## src/rtl/mandelbrot_pkg.sv

```systemverilog
// Shared types and constants for the Mandelbrot pixel scheduler and its
// coordinate stepper.
package mandelbrot_pkg;

    localparam int INTEGER_BITS    = 8;
    localparam int FRACTIONAL_BITS = 24;
    localparam int DATA_WIDTH      = INTEGER_BITS + FRACTIONAL_BITS;
    localparam int MAX_ITER_WIDTH  = 16;
    localparam int DIM_WIDTH       = 12;

    typedef logic signed [DATA_WIDTH-1:0] coord_t;
    typedef logic [MAX_ITER_WIDTH-1:0]    iter_t;
    typedef logic [DIM_WIDTH-1:0]         dim_t;

    typedef enum logic [2:0] {
        ST_IDLE  = 3'd0,
        ST_ISSUE = 3'd1,
        ST_GUARD = 3'd2,
        ST_WAIT  = 3'd3,
        ST_OUT   = 3'd4,
        ST_FIN   = 3'd5
    } sched_state_e;

    // True when idx is the final index of a range of size limit (limit >= 1).
    function automatic logic dim_is_last(input dim_t idx, input dim_t limit);
        return idx == (limit - dim_t'(1));
    endfunction

endpackage

```

## src/rtl/mandelbrot_coord_stepper.sv

```systemverilog
// Raster-order column/row counters with incremental x/y coordinate
// accumulators; configuration is captured on load.
module mandelbrot_coord_stepper
    import mandelbrot_pkg::*;
(
    input  logic   clk_i,
    input  logic   rst_i,
    input  logic   i_load,
    input  logic   i_step,
    input  logic   i_wrap,
    input  dim_t   i_width,
    input  dim_t   i_height,
    input  coord_t i_x_start,
    input  coord_t i_y_start,
    input  coord_t i_dx,
    input  coord_t i_dy,
    output coord_t o_x,
    output coord_t o_y,
    output logic   o_last_col,
    output logic   o_last_row,
    output logic   o_first_pix
);

    dim_t   r_col, r_row, r_width, r_height;
    coord_t r_x, r_y, r_x_start, r_dx, r_dy;

    // Counter and accumulator update; additions wrap silently.
    always_ff @(posedge clk_i or posedge rst_i) begin
        if (rst_i) begin
            r_col     <= '0;
            r_row     <= '0;
            r_width   <= '0;
            r_height  <= '0;
            r_x       <= '0;
            r_y       <= '0;
            r_x_start <= '0;
            r_dx      <= '0;
            r_dy      <= '0;
        end else if (i_load) begin
            r_col     <= '0;
            r_row     <= '0;
            r_width   <= i_width;
            r_height  <= i_height;
            r_x       <= i_x_start;
            r_y       <= i_y_start;
            r_x_start <= i_x_start;
            r_dx      <= i_dx;
            r_dy      <= i_dy;
        end else if (i_step) begin
            r_col <= r_col + dim_t'(1);
            r_x   <= r_x + r_dx;
        end else if (i_wrap) begin
            r_col <= '0;
            r_row <= r_row + dim_t'(1);
            r_x   <= r_x_start;
            r_y   <= r_y + r_dy;
        end else begin
            r_col <= r_col;
        end
    end

    assign o_x         = r_x;
    assign o_y         = r_y;
    assign o_last_col  = dim_is_last(r_col, r_width);
    assign o_last_row  = dim_is_last(r_row, r_height);
    assign o_first_pix = (r_col == dim_t'(0)) && (r_row == dim_t'(0));

endmodule

```

## src/rtl/mandelbrot_pixel_scheduler.sv

```systemverilog
// Frame sequencer: issues one core start per pixel in raster order and
// streams each iteration count out with start-of-frame / end-of-line marks.
module mandelbrot_pixel_scheduler #(
    parameter int INTEGER_BITS    = 8,
    parameter int FRACTIONAL_BITS = 24,
    parameter int DATA_WIDTH      = INTEGER_BITS + FRACTIONAL_BITS,
    parameter int MAX_ITER_WIDTH  = 16,
    parameter int DIM_WIDTH       = 12
) (
    input  logic                      clk_i,
    input  logic                      rst_i,
    input  logic                      frame_start_i,
    input  logic [DIM_WIDTH-1:0]      width_i,
    input  logic [DIM_WIDTH-1:0]      height_i,
    input  logic [DATA_WIDTH-1:0]     x_start_i,
    input  logic [DATA_WIDTH-1:0]     y_start_i,
    input  logic [DATA_WIDTH-1:0]     dx_i,
    input  logic [DATA_WIDTH-1:0]     dy_i,
    input  logic [MAX_ITER_WIDTH-1:0] max_iter_i,
    output logic                      busy_o,
    output logic                      frame_done_o,
    output logic                      core_start_o,
    output logic [DATA_WIDTH-1:0]     core_x0_o,
    output logic [DATA_WIDTH-1:0]     core_y0_o,
    output logic [MAX_ITER_WIDTH-1:0] core_max_iter_o,
    input  logic [MAX_ITER_WIDTH-1:0] core_iter_i,
    input  logic                      core_done_i,
    output logic [MAX_ITER_WIDTH-1:0] m_tdata_o,
    output logic                      m_tvalid_o,
    input  logic                      m_tready_i,
    output logic                      m_tlast_o,
    output logic                      m_tuser_o
);
    import mandelbrot_pkg::*;

    sched_state_e r_state;
    logic         r_busy, r_frame_done, r_core_start, r_tvalid, r_tlast, r_tuser;
    iter_t        r_max_iter, r_tdata;
    coord_t       w_x, w_y;
    logic         w_last_col, w_last_row, w_first_pix;
    logic         w_accept, w_empty, w_handshake, w_step, w_wrap;

    assign w_accept    = (r_state == ST_IDLE) && frame_start_i;
    assign w_empty     = (width_i == {DIM_WIDTH{1'b0}}) || (height_i == {DIM_WIDTH{1'b0}});
    assign w_handshake = (r_state == ST_OUT) && m_tready_i;
    assign w_step      = w_handshake && !w_last_col;
    assign w_wrap      = w_handshake && w_last_col && !w_last_row;

    mandelbrot_coord_stepper u_stepper (
        .clk_i       (clk_i),
        .rst_i       (rst_i),
        .i_load      (w_accept),
        .i_step      (w_step),
        .i_wrap      (w_wrap),
        .i_width     (width_i),
        .i_height    (height_i),
        .i_x_start   (x_start_i),
        .i_y_start   (y_start_i),
        .i_dx        (dx_i),
        .i_dy        (dy_i),
        .o_x         (w_x),
        .o_y         (w_y),
        .o_last_col  (w_last_col),
        .o_last_row  (w_last_row),
        .o_first_pix (w_first_pix)
    );

    // Scheduler FSM; every output is set on the transition into its state.
    always_ff @(posedge clk_i or posedge rst_i) begin
        if (rst_i) begin
            r_state      <= ST_IDLE;
            r_busy       <= 1'b0;
            r_frame_done <= 1'b0;
            r_core_start <= 1'b0;
            r_max_iter   <= '0;
            r_tdata      <= '0;
            r_tvalid     <= 1'b0;
            r_tlast      <= 1'b0;
            r_tuser      <= 1'b0;
        end else begin
            case (r_state)
                ST_IDLE: begin
                    if (frame_start_i) begin
                        r_max_iter <= max_iter_i;
                        r_busy     <= 1'b1;
                        if (w_empty) begin
                            r_state      <= ST_FIN;
                            r_frame_done <= 1'b1;
                        end else begin
                            r_state      <= ST_ISSUE;
                            r_core_start <= 1'b1;
                        end
                    end else begin
                        r_state <= ST_IDLE;
                    end
                end
                ST_ISSUE: begin
                    r_core_start <= 1'b0;
                    r_state      <= ST_GUARD;
                end
                // A done still high from the previous pixel is not sampled here.
                ST_GUARD: begin
                    r_state <= ST_WAIT;
                end
                ST_WAIT: begin
                    if (core_done_i) begin
                        r_tdata  <= core_iter_i;
                        r_tvalid <= 1'b1;
                        r_tlast  <= w_last_col;
                        r_tuser  <= w_first_pix;
                        r_state  <= ST_OUT;
                    end else begin
                        r_state <= ST_WAIT;
                    end
                end
                ST_OUT: begin
                    if (m_tready_i) begin
                        r_tvalid <= 1'b0;
                        r_tlast  <= 1'b0;
                        r_tuser  <= 1'b0;
                        if (w_last_col && w_last_row) begin
                            r_state      <= ST_FIN;
                            r_frame_done <= 1'b1;
                        end else begin
                            r_state      <= ST_ISSUE;
                            r_core_start <= 1'b1;
                        end
                    end else begin
                        r_state <= ST_OUT;
                    end
                end
                ST_FIN: begin
                    r_frame_done <= 1'b0;
                    r_busy       <= 1'b0;
                    r_state      <= ST_IDLE;
                end
                default: begin
                    r_state      <= ST_IDLE;
                    r_busy       <= 1'b0;
                    r_frame_done <= 1'b0;
                    r_core_start <= 1'b0;
                    r_tvalid     <= 1'b0;
                end
            endcase
        end
    end

    assign busy_o          = r_busy;
    assign frame_done_o    = r_frame_done;
    assign core_start_o    = r_core_start;
    assign core_x0_o       = w_x;
    assign core_y0_o       = w_y;
    assign core_max_iter_o = r_max_iter;
    assign m_tdata_o       = r_tdata;
    assign m_tvalid_o      = r_tvalid;
    assign m_tlast_o       = r_tlast;
    assign m_tuser_o       = r_tuser;

endmodule

```

## config.mk

```make
export PLATFORM = sky130hd
export DESIGN_NAME = mandelbrot_pixel_scheduler
export DESIGN_NICKNAME = d
export VERILOG_FILES = /design/src/rtl/mandelbrot_pkg.sv /design/src/rtl/mandelbrot_coord_stepper.sv /design/src/rtl/mandelbrot_pixel_scheduler.sv
export SDC_FILE = /design/constraint.sdc
export NUM_CORES = 1
export LEC_CHECK = 0
export ABC_AREA = 1
export CORE_UTILIZATION = 27
export CTS_CLUSTER_DIAMETER = 60
export DETAILED_ROUTE_END_ITERATION = 12
export PLACE_DENSITY = 0.45
export SLEW_MARGIN = 20
export SYNTH_ARGS = -nofsm -noshare
export SYNTH_HDL_FRONTEND = slang
export SYNTH_SLANG_ARGS = --single-unit
```

## constraint.sdc

```tcl
create_clock -name clk_i -period 15.05 [get_ports clk_i]
set_input_delay 3.01 -clock clk_i [delete_from_list [all_inputs] [get_ports clk_i]]
set_output_delay 3.01 -clock clk_i [all_outputs]
set_load 0.03 [all_outputs]
```

==> summary.txt, run 1 <==
Logic synthesis
  • Yosys reg bits: 249
  • Sequential area share after synthesis: 38.8%
  • Post-synth EDFFs: 0
  • Synth area leaders: dfrtp_1 (39%), nand2_1 (25%), ha_1 (5.3%)
  • Top cell type's share of synthesized area: 38.8%
  • Post-synth top cells: nand2_1 (1070), dfrtp_1 (249), inv_1 (216), nand3_1 (159), nor2_1 (145)
  • Synth unique cells: 41
  • Syn_nets: 2624
  • Post-Syn Area: 16100 µm²
  • Asr flop ratio synth: 100%
  • Most frequent cell after synthesis: nand2_1
  • Mapped Cells: 2365
  • Syn_area_per_cell: 6.79 µm²
  • Yosys warns: 0
  • Yosys top cell by area: dfrtp_1
  • Synth Flop Type: dfrtp_1

Floorplan
  • Initial Utilization: 27.3%
  • Die extent in x: 246 µm
  • Die Y: 246 µm
  • Core Rows: 89
  • Core ar.: 58900 µm²
  • Die area: 60500 µm²
  • IO Pins: 291

STA
  • Worst Skew: 0.0210 ns
  • RSZ-0062 raised after global routing: no
  • Fin. max-slew vios: 0
  • Max transition margin: 35.2%
  • Final setup viols: 0
  • Worst slew pin tran: 0.961 ns
  • Final Cycle Share: 38.1%
  • Final worst slack: 9.31 ns
  • Fmax: 0.174 GHz
  • Setup Total Neg Slack: 0 ns
  • Number of hold violations in the final report: 0
  • Tmin final: 5.74 ns
  • WHS: 0.473 ns

Setup path
  • Worst Path Max Fanout: 50
  • Startpoint types: input pin
  • RR Endpoint: u_stepper.o_x[29]
  • Worst flop-to-flop path startpoint: u_stepper.r_width[0]
  • Worst EP required: 15.49 ns
  • Worst Path Arrival: 6.18 ns
  • Reg2Reg Depth: 16
  • Critical Path Sink Type: flop
  • R2r setup slk: 10.14 ns
  • CP Class: in2reg

Route
  • Vias per cell: 4.65
  • DRT Pass-1 Iters: 5
  • Drt total wl: 55100 µm
  • # DRC: 0
  • Vias: 15900
  • WL per Instance: 16.1 µm
  • Final ANT Viol Nets: 0
  • DR iter-0 viols: 1047

GRT
  • First-pass GRT wire length: 87900 µm
  • Total Routing Usage GR: 18.4%
  • Initial antenna violation count: 0
  • Vias in the first global route: 15500
  • Largest net degree at the start of global routing: 131
  • Grt ovf: 0

Placement
  • PortBufs: 290
  • GP Congestion: 0.863
  • Pre-CTS setup slack: 8.73 ns
  • Detail Placement HPWL: 40900 µm
  • Placed inst area: 19700 µm²
  • Post-placement cell count: 3360

Layout
  • Nets: 2885
  • Share of post-route cells with drive strength above 1: 4.22%
  • Layout Cells excl Fill: 3427
  • Final Core Density: 35.6%
  • Fillers: 6241
  • Antenna cells: 0
  • Area growth syn-to-layout: 30.5%
  • Final instance area: 20900 µm²

CTS
  • Cts repair resizes: 0
  • Clk slew on worst S/H paths: 0.06 ns
  • Latest clock arrival within the worst-skew pair: 0.55 ns
  • Max Buffers Root-to-Sink: 3
  • Hold-fix buffers at CTS: 0
  • CTS tree: yes
  • Clock sink count: 249
  • Post-CTS setup buffer count: 0
  • CTS buffer count: 37
  • H-tree Lvls: 2
  • Clock root buffer master: clkbuf_16

Min path
  • HP Class: reg2reg
  • Hold path depth: 2
  • Worst hold start: u_stepper.r_x_start[2]
  • Hold EP: u_stepper.r_x_start[2]

Outcome
  • Outcome: completed

Power
  • Leak: 10.8 nW
  • Peak supply drop: 0.0871 mV
  • Total power: 4.47 mW
  • Power density cells: 213 nW/µm²

Flow run
  • Max-cap violations: 0
==> where the power goes <==
| group | internal [mW] | switching (mW) | total [mW] |
|---|---|---|---|
| sequential | 0.950 | 0.230 | 1.18 |
| clock | 0.555 | 0.349 | 0.904 |
| combinational | 0.880 | 1.50 | 2.38 |
==> worst max path at each step <==
stage | slack, ns | startpoint | to
floorplan | 5.20 | rst_i | busy_o
global placement | 8.75 | m_tready_i | u_stepper.o_x[28]
detailed placement | 8.73 | m_tready_i | u_stepper.o_x[28]
CTS | 9.31 | m_tready_i | u_stepper.o_x[26]
global route | 8.96 | m_tready_i | u_stepper.o_y[25]
finish | 9.31 | m_tready_i | u_stepper.r_row[10]
==> placed cells by master (no fill, tap or decap), drive strengths merged <==
cell           netlist  final
nand2             1073   1073
clkdlybuf4s50        0    290
dfrtp              249    249
inv                221    228
nand3              160    160
nor2               150    150
o21ai               85     85
ha                  68     68
nand4               66     66
a21oi               60     60
clkbuf              42     45
xor2                32     32
xnor2               21     21
nor3                16     16
mux2                16     16
nor4                15     15
o21bai              11     11
clkinv               2     10
buf                 35      9
nand3b               8      8
a21o                 7      7
or2                  7      7
and3                 6      6
a31oi                5      5
bufinv               0      5
a211oi               2      2
fa                   2      2
clkinvlp             0      2
and2                 1      1
o21a                 1      1
a21boi               1      1
o211ai               1      1
o41ai                1      1
o22ai                1      1
==> routing by layer <==
layer  wire (µm)  vias up  GRT usage (%)
met1       28300     7436           27.6
met2       22900      387           26.8
met4         747        0           4.17
li1            -     8059              -
met3        3130       49           3.34
met5           0        -              0
==> layout make-up <==
class                           instances  area [µm²]  share of cell area (%)
Clock buffer                           45         976                    4.66
Clock inverter                         22         280                    1.34
Inverter                              223         850                    4.06
Multi-Input combinational cell       1816        8670                    41.4
Sequential cell                       249        6230                    29.7
Tap cell                              773         967                    4.62
Timing Repair Buffer                  299        2970                    14.2
==> flip-flops by register name, indices dropped and copies added (netlist names) <==
name                 count
busy_o                   1
core_max_iter_o         16
core_start_o             1
frame_done_o             1
m_tdata_o               16
m_tlast_o                1
m_tuser_o                1
m_tvalid_o               1
r_state                  3
u_stepper.o_x           32
u_stepper.o_y           32
u_stepper.r_col         12
u_stepper.r_dx          32
u_stepper.r_dy          32
u_stepper.r_height      12
u_stepper.r_row         12
u_stepper.r_width       12
u_stepper.r_x_start     32
==> cell families after synthesis <==
kind of cell	synth area share, %
AOI/OAI and AO/OA	5.88
xor gates and xnor gates	2.89
adders and majority gates	5.55
buffers and inverters	7.29
DFF	38.8
muxes	1.12
and+or+nand+nor	38.5
==> critical path, stage by stage <==
cell,delay [ns]
clkdlybuf4s50_1,0.52
inv_1,0.08
nor2_2,0.10
buf_4,0.34
inv_1,0.17
nor2_4,0.15
nand2_4,0.34
nand2_4,0.62
inv_2,0.49
nand2_1,0.18
nand2_1,0.06
No activity file was read; power rests on OpenSTA's default activity.
==> run 2: changes to the inputs <==
Settings changed: PLACE_DENSITY 0.45 to 0.46.
Clock period 15.05 ns to 5.2 ns, I/O delays scaled along.
==> run 2 against run 1 <==
Effect of this change: global-route usage decreased by 0.11 points; sequential share of layout area decreased by 0.060 points; setup slack got worse by 7.5 ns.
==> summary.txt, run 2 (synthesis results as in run 1) <==
Outcome
  • Outcome: completed

Min path
  • Hold path depth: 2 (unchanged)
  • Hold EP: u_stepper.r_x_start[0]
  • HP Class: reg2reg
  • Worst hold start: u_stepper.r_x_start[0]

CTS
  • Clock root buffer master: clkbuf_16
  • Max Buffers Root-to-Sink: 3 (unchanged)
  • Hold-fix buffers at CTS: 0 (unchanged)
  • Cts repair resizes: 0 (unchanged)
  • Latest clock arrival within the worst-skew pair: 0.56 ns (about the same)
  • CTS tree: yes
  • CTS buffer count: 38 (+2.7%)
  • Post-CTS setup buffer count: 0 (unchanged)
  • H-tree Lvls: 2 (unchanged)
  • Clock sink count: 249 (unchanged)
  • Clk slew on worst S/H paths: 0.06 ns (about the same)

Layout
  • Share of post-route cells with drive strength above 1: 4.32% (+0.10 points)
  • Most frequent cells in the layout: nand2_1 (1068), clkdlybuf4s50_1 (290), dfrtp_1 (249)
  • Layout Cells excl Fill: 3432 (+0.15%)
  • Final Core Density: 35.6% (+0.072 points)
  • Area growth syn-to-layout: 30.7%
  • Nets: 2891 (+0.21%)
  • Commonest non-fill, non-tap cell in the layout: nand2_1
  • Antenna cells: 0 (unchanged)

Power
  • Leak: 10.8 nW (+0.11%)
  • Int Pwr: 6.85 mW (+190%)
  • Peak supply drop: 0.474 mV (+440%)
  • Seq pwr share: 26.4% (about the same)
  • Clk pwr share: 19.7% (-0.5 points)
  • Sw power: 6.06 mW (+190%)
  • Power density cells: 615 nW/µm² (+190%)
  • Total power: 12.9 mW (+190%)
  • Gate power share: 53.9% (+0.6 points)
  • Sw Share: 46.9% (+0.35 points)

Route
  • Vias per cell: 4.65 (about the same)
  • Final ANT Viol Nets: 0 (unchanged)
  • DRT Pass-1 Iters: 5 (unchanged)
  • Vias: 16000 (+0.19%)
  • Drt total wl: 55100 µm (about the same)
  • # DRC: 0 (unchanged)
  • DR iter-0 viols: 1117 (+6.7%)
  • WL per Instance: 16.0 µm (-0.20%)

Setup path
  • RR Endpoint: u_stepper.o_y[13]
  • Reg2Reg Depth: 17 (+1)
  • Crit path top cell by count: nand2_1
  • Worst Path Arrival: 3.90 ns (-2.28 ns)
  • Worst flop-to-flop path startpoint: u_stepper.r_width[0]
  • Crit-path cells: inv_1, ha_1, inv_1, nor2_1, nand2_1, o21ai_1, nand3_1, o21ai_1, nor2_1, nand3_2, buf_4, nor2_4, nand2_4, nand2_4, inv_2, nand2_1, nand2_1
  • CP Class: reg2reg
  • Critical Path Sink Type: flop
  • Worst Path Max Fanout: 46 (-8.0%)
  • Max incr delay on CP: 0.59 ns (-0.03 ns)
  • Slowest cell on crit path: inv_2
  • Startpoint types: flop
  • Worst EP required: 5.69 ns (-9.80 ns)
  • R2r setup slk: 1.79 ns (-8.35 ns)

Placement
  • GP Congestion: 0.856 (-0.79%)
  • Detail Placement HPWL: 40900 µm (about the same)
  • PortBufs: 290 (unchanged)
  • Post-placement cell count: 3365 (+0.15%)

STA
  • RSZ-0062 raised after global routing: no
  • Tmin final: 3.41 ns
  • Setup Total Neg Slack: 0 ns (unchanged)
  • Fmax: 0.293 GHz
  • Worst Skew: 0.0209 ns (-0.0000461 ns)
  • Worst slew pin tran: 0.868 ns (-0.0927 ns)
  • Final Cycle Share: 65.6%
  • WHS: 0.473 ns (-0.0000500 ns)
  • Number of hold violations in the final report: 0 (unchanged)
  • Final setup viols: 0 (unchanged)
  • Max transition margin: 41.5% (+6.2 points)
  • Fin. max-slew vios: 0 (unchanged)

GRT
  • Grt ovf: 0 (unchanged)
  • Vias in the first global route: 15800 (+1.5%)
  • Largest net degree at the start of global routing: 144 (+9.9%)
  • Total Routing Usage GR: 18.2% (-0.11 points)
  • Initial antenna violation count: 2 (+2)
  • First-pass GRT wire length: 87900 µm (about the same)

Floorplan
  • Initial Utilization: 27.3% (unchanged)
  • Die area: 60500 µm² (unchanged)
  • IO Pins: 291 (unchanged)
  • Die Y: 246 µm (unchanged)
  • Core Rows: 89 (unchanged)
  • Core ar.: 58900 µm² (unchanged)
  • Die extent in x: 246 µm (unchanged)

Flow run
  • Max-cap violations: 0 (unchanged)
-- run 2: layout make-up --
class	instances	area [µm²]
clock inverter	20	219
clock buffer	47	1000
timing repair buffer	304	3060
tap	773	967
fill	6206	37900
sequential	249	6230
inverter	223	846
multi-input combinational	1816	8670
-- run 2: worst max path at each step --
stage	startpoint	to	slack, ns
2_1_floorplan	rst_i	busy_o	0.89
3_3_place_gp	m_tready_i	u_stepper.r_row[2]	1.80
3_5_place_dp	u_stepper.r_width[0]	u_stepper.r_row[7]	1.74
4_1_cts	u_stepper.r_width[0]	u_stepper.r_row[7]	1.72
5_1_grt	u_stepper.r_width[0]	u_stepper.r_row[2]	1.37
6_report	u_stepper.r_width[0]	u_stepper.o_y[13]	1.79
-- run 2: metrics by stage --
stage,cell area [µm²],setup slack (ns)
floorplan,16100,0.886
global placement,19800,1.80
detailed placement,19800,1.74
CTS,21000,1.72
global route,21000,1.37
finish,21000,1.79
-- run 2: worst max-delay path, delay by kind of cell, from the launching register on --
family	cells	cell delay, ns
buffers and inverters	4	1.08
AO/OA/AOI/OAI	2	0.28
AND/OR/NAND/NOR	10	1.38
adder cells (fa/ha/maj)	1	0.18
flip-flops	1	0.40
-- run 2: power groups by stage --
stage	Clock [mW]	Sequential [mW]	Combinational [mW]
after detailed placement	0	3.43	6.96
final	2.54	3.41	6.95
after global placement	0	3.43	6.93
after CTS	2.63	3.42	7.00
after floorplan	0	3.87	4.18
after global routing	2.71	3.51	7.86
-- run 2: per-layer routing --
metal	share of wire, %	wire length (µm)	track usage, %
met1	50	27800	27.0
met2	42	23000	26.8
met3	5.9	3220	3.35
met4	1.9	1020	4.88
met5	0.056	31	0
==> run 3: changes to the inputs <==
Clock period 5.2 ns to 3 ns, I/O delays scaled along.
==> run 3 against run 2 <==
Effect of this change: utilization up 0.54 points; die area unchanged; critical path depth decreased by 6; sequential share of layout area shrank 0.44 points; flip-flop and latch count is the same; clock skew up 0.0012 ns; routed wire length down 0.11%; largest cell class unchanged; clock power increased by 81%; design area grew 1.5%; worst hold slack got worse by 0.099 ns; critical endpoint is now u_stepper.o_x[21].
==> summary.txt, run 3 (synthesis results as in run 1) <==
Power
  • Power density cells: 1060 nW/µm² (+73%)
  • Sw Share: 46.0% (-0.99 points)
  • Clk pwr share: 20.3% (+0.6 points)
  • Peak supply drop: 0.507 mV (+7.0%)
  • Seq pwr share: 26.0% (-0.4 points)
  • Gate power share: 53.8% (about the same)
  • Sw power: 10.4 mW (+72%)
  • Leak: 11.0 nW (+1.5%)
  • Int Pwr: 12.2 mW (+79%)
  • Total power: 22.7 mW (+76%)

STA
  • Max transition margin: 61.1% (+20 points)
  • RSZ-0062 raised after global routing: no
  • Final worst slack: 0.358 ns (-1.43 ns)
  • Number of hold violations in the final report: 0 (unchanged)
  • Final setup viols: 0 (unchanged)
  • Final Cycle Share: 88.1% (+22 points)
  • Worst slew pin tran: 0.580 ns (-0.289 ns)
  • Worst Skew: 0.0221 ns (+0.00119 ns)
  • Fin. max-slew vios: 0 (unchanged)
  • Fmax: 0.378 GHz (+29%)
  • Setup Total Neg Slack: 0 ns (unchanged)
  • WHS: 0.374 ns (-0.0987 ns)
  • Tmin final: 2.64 ns (-0.768 ns)

Layout
  • Most frequent cells in the layout: nand2_1 (1068), clkdlybuf4s50_1 (290), dfrtp_1 (249)
  • Final Core Density: 36.2% (+0.54 points)
  • Share of post-route cells with drive strength above 1: 4.83% (+0.50 points)
  • Reg area: 6230 µm² (unchanged)
  • Fillers: 6278 (+1.2%)
  • Nets: 2907 (+0.55%)
  • Area growth syn-to-layout: 32.7%
  • Layout Cells excl Fill: 3445 (+0.38%)
  • Antenna cells: 0 (unchanged)
  • Commonest non-fill, non-tap cell in the layout: nand2_1
  • Final instance area: 21300 µm² (+1.5%)
  • Multi-input logic area: 8670 µm² (unchanged)

Floorplan
  • Die area: 60500 µm² (unchanged)
  • Core ar.: 58900 µm² (unchanged)
  • Die extent in x: 246 µm (unchanged)
  • Initial Utilization: 27.3% (unchanged)
  • IO Pins: 291 (unchanged)
  • Die Y: 246 µm (unchanged)
  • Core Rows: 89 (unchanged)

GRT
  • First-pass GRT wire length: 88300 µm (+0.43%)
  • Largest net degree at the start of global routing: 91 (-37%)
  • Initial antenna violation count: 1 (-1)
  • Grt ovf: 0 (unchanged)
  • Vias in the first global route: 16000 (+1.5%)
  • Total Routing Usage GR: 18.3% (about the same)

CTS
  • Clock sink count: 249 (unchanged)
  • CTS tree: yes
  • Clock root buffer master: clkbuf_16
  • Hold-fix buffers at CTS: 0 (unchanged)
  • H-tree Lvls: 2 (unchanged)
  • CTS buffer count: 38 (unchanged)
  • Clk slew on worst S/H paths: 0.06 ns (about the same)
  • Cts repair resizes: 0 (unchanged)
  • Post-CTS setup buffer count: 0 (unchanged)
  • Max Buffers Root-to-Sink: 3 (unchanged)
  • Latest clock arrival within the worst-skew pair: 0.55 ns (about the same)

Setup path
  • Startpoint types: flop
  • Reg2Reg Depth: 11 (-6)
  • Worst Path Arrival: 3.13 ns (-0.77 ns)
  • Worst flop-to-flop path startpoint: r_state[0]
  • CP Class: reg2reg
  • CP startpoint: r_state[0]
  • Worst Path Max Fanout: 32 (-30%)
  • Worst EP required: 3.49 ns (-2.20 ns)
  • Critical Path Sink Type: flop

Min path
  • HP Class: in2async

Route
  • DRT Pass-1 Iters: 5 (unchanged)
  • Vias per cell: 4.63 (-0.45%)
  • Final ANT Viol Nets: 0 (unchanged)
  • # DRC: 0 (unchanged)
  • WL per Instance: 16.0 µm (-0.49%)
  • Vias: 16000 (-0.075%)
  • Drt total wl: 55000 µm (-0.11%)
  • DR iter-0 viols: 1014 (-9.2%)

Flow run
  • Max-cap violations: 0 (unchanged)

Outcome
  • Outcome: completed

Placement
  • Pre-CTS setup slack: 0.297 ns (-1.45 ns)
  • Post-placement cell count: 3381 (+0.48%)
  • Detail Placement HPWL: 42200 µm (+3.2%)
  • PortBufs: 290 (unchanged)
  • GP Congestion: 0.889 (+3.8%)
  • Placed inst area: 20000 µm² (+1.2%)
[run 3: worst paths after layout]
check | end | slack [ns]
hold reg to reg | u_stepper.r_x_start[22] | 0.47
setup / recovery | u_stepper.o_x[21] | 0.36
max in group asynchronous | u_stepper.r_dy[14] | 1.79
hold / removal | u_stepper.r_x_start[11] | 0.37
setup reg to reg | u_stepper.o_x[21] | 0.36
min in group clk_i | u_stepper.r_x_start[22] | 0.47
[run 3: cell type report]
class                      count  share of cell area (%)
multi-input combinational   1816                    40.7
sequential                   249                    29.2
timing repair buffer         320                    15.5
clock buffer                  51                    5.18
tap                          773                    4.54
inverter                     223                    3.98
clock inverter                13                   0.857
[run 3: metal layers]
layer | up-vias | share of wire, % | global-route usage, %
met5 | - | 0.024 | 0
met4 | 2 | 1.7 | 4.17
met3 | 58 | 5.6 | 3.47
met2 | 381 | 42 | 27.1
met1 | 7427 | 51 | 27.0
li1 | 8082 | - | -
[run 3: critical path: stages (launching register included)]
cell and delay [ns]:
dfrtp_1 0.43, nor2_1 0.29, inv_1 0.11, nor2_1 0.23, inv_1 0.12, nor2_2 0.15
buf_4 0.36, nand2_2 0.16, nand3_1 0.11, buf_4 0.41, nand2_1 0.11, nand2_1 0.09
[run 3: power by group through the flow]
stage               Sequential (mW)  Clock (mW)  Combinational (mW)
finish                         5.88        4.59                12.2
global route                   6.06        4.88                13.8
CTS                            5.91        4.76                12.3
detailed placement             5.94           0                12.2
global placement               5.93           0                12.2
floorplan                      6.71           0                7.24
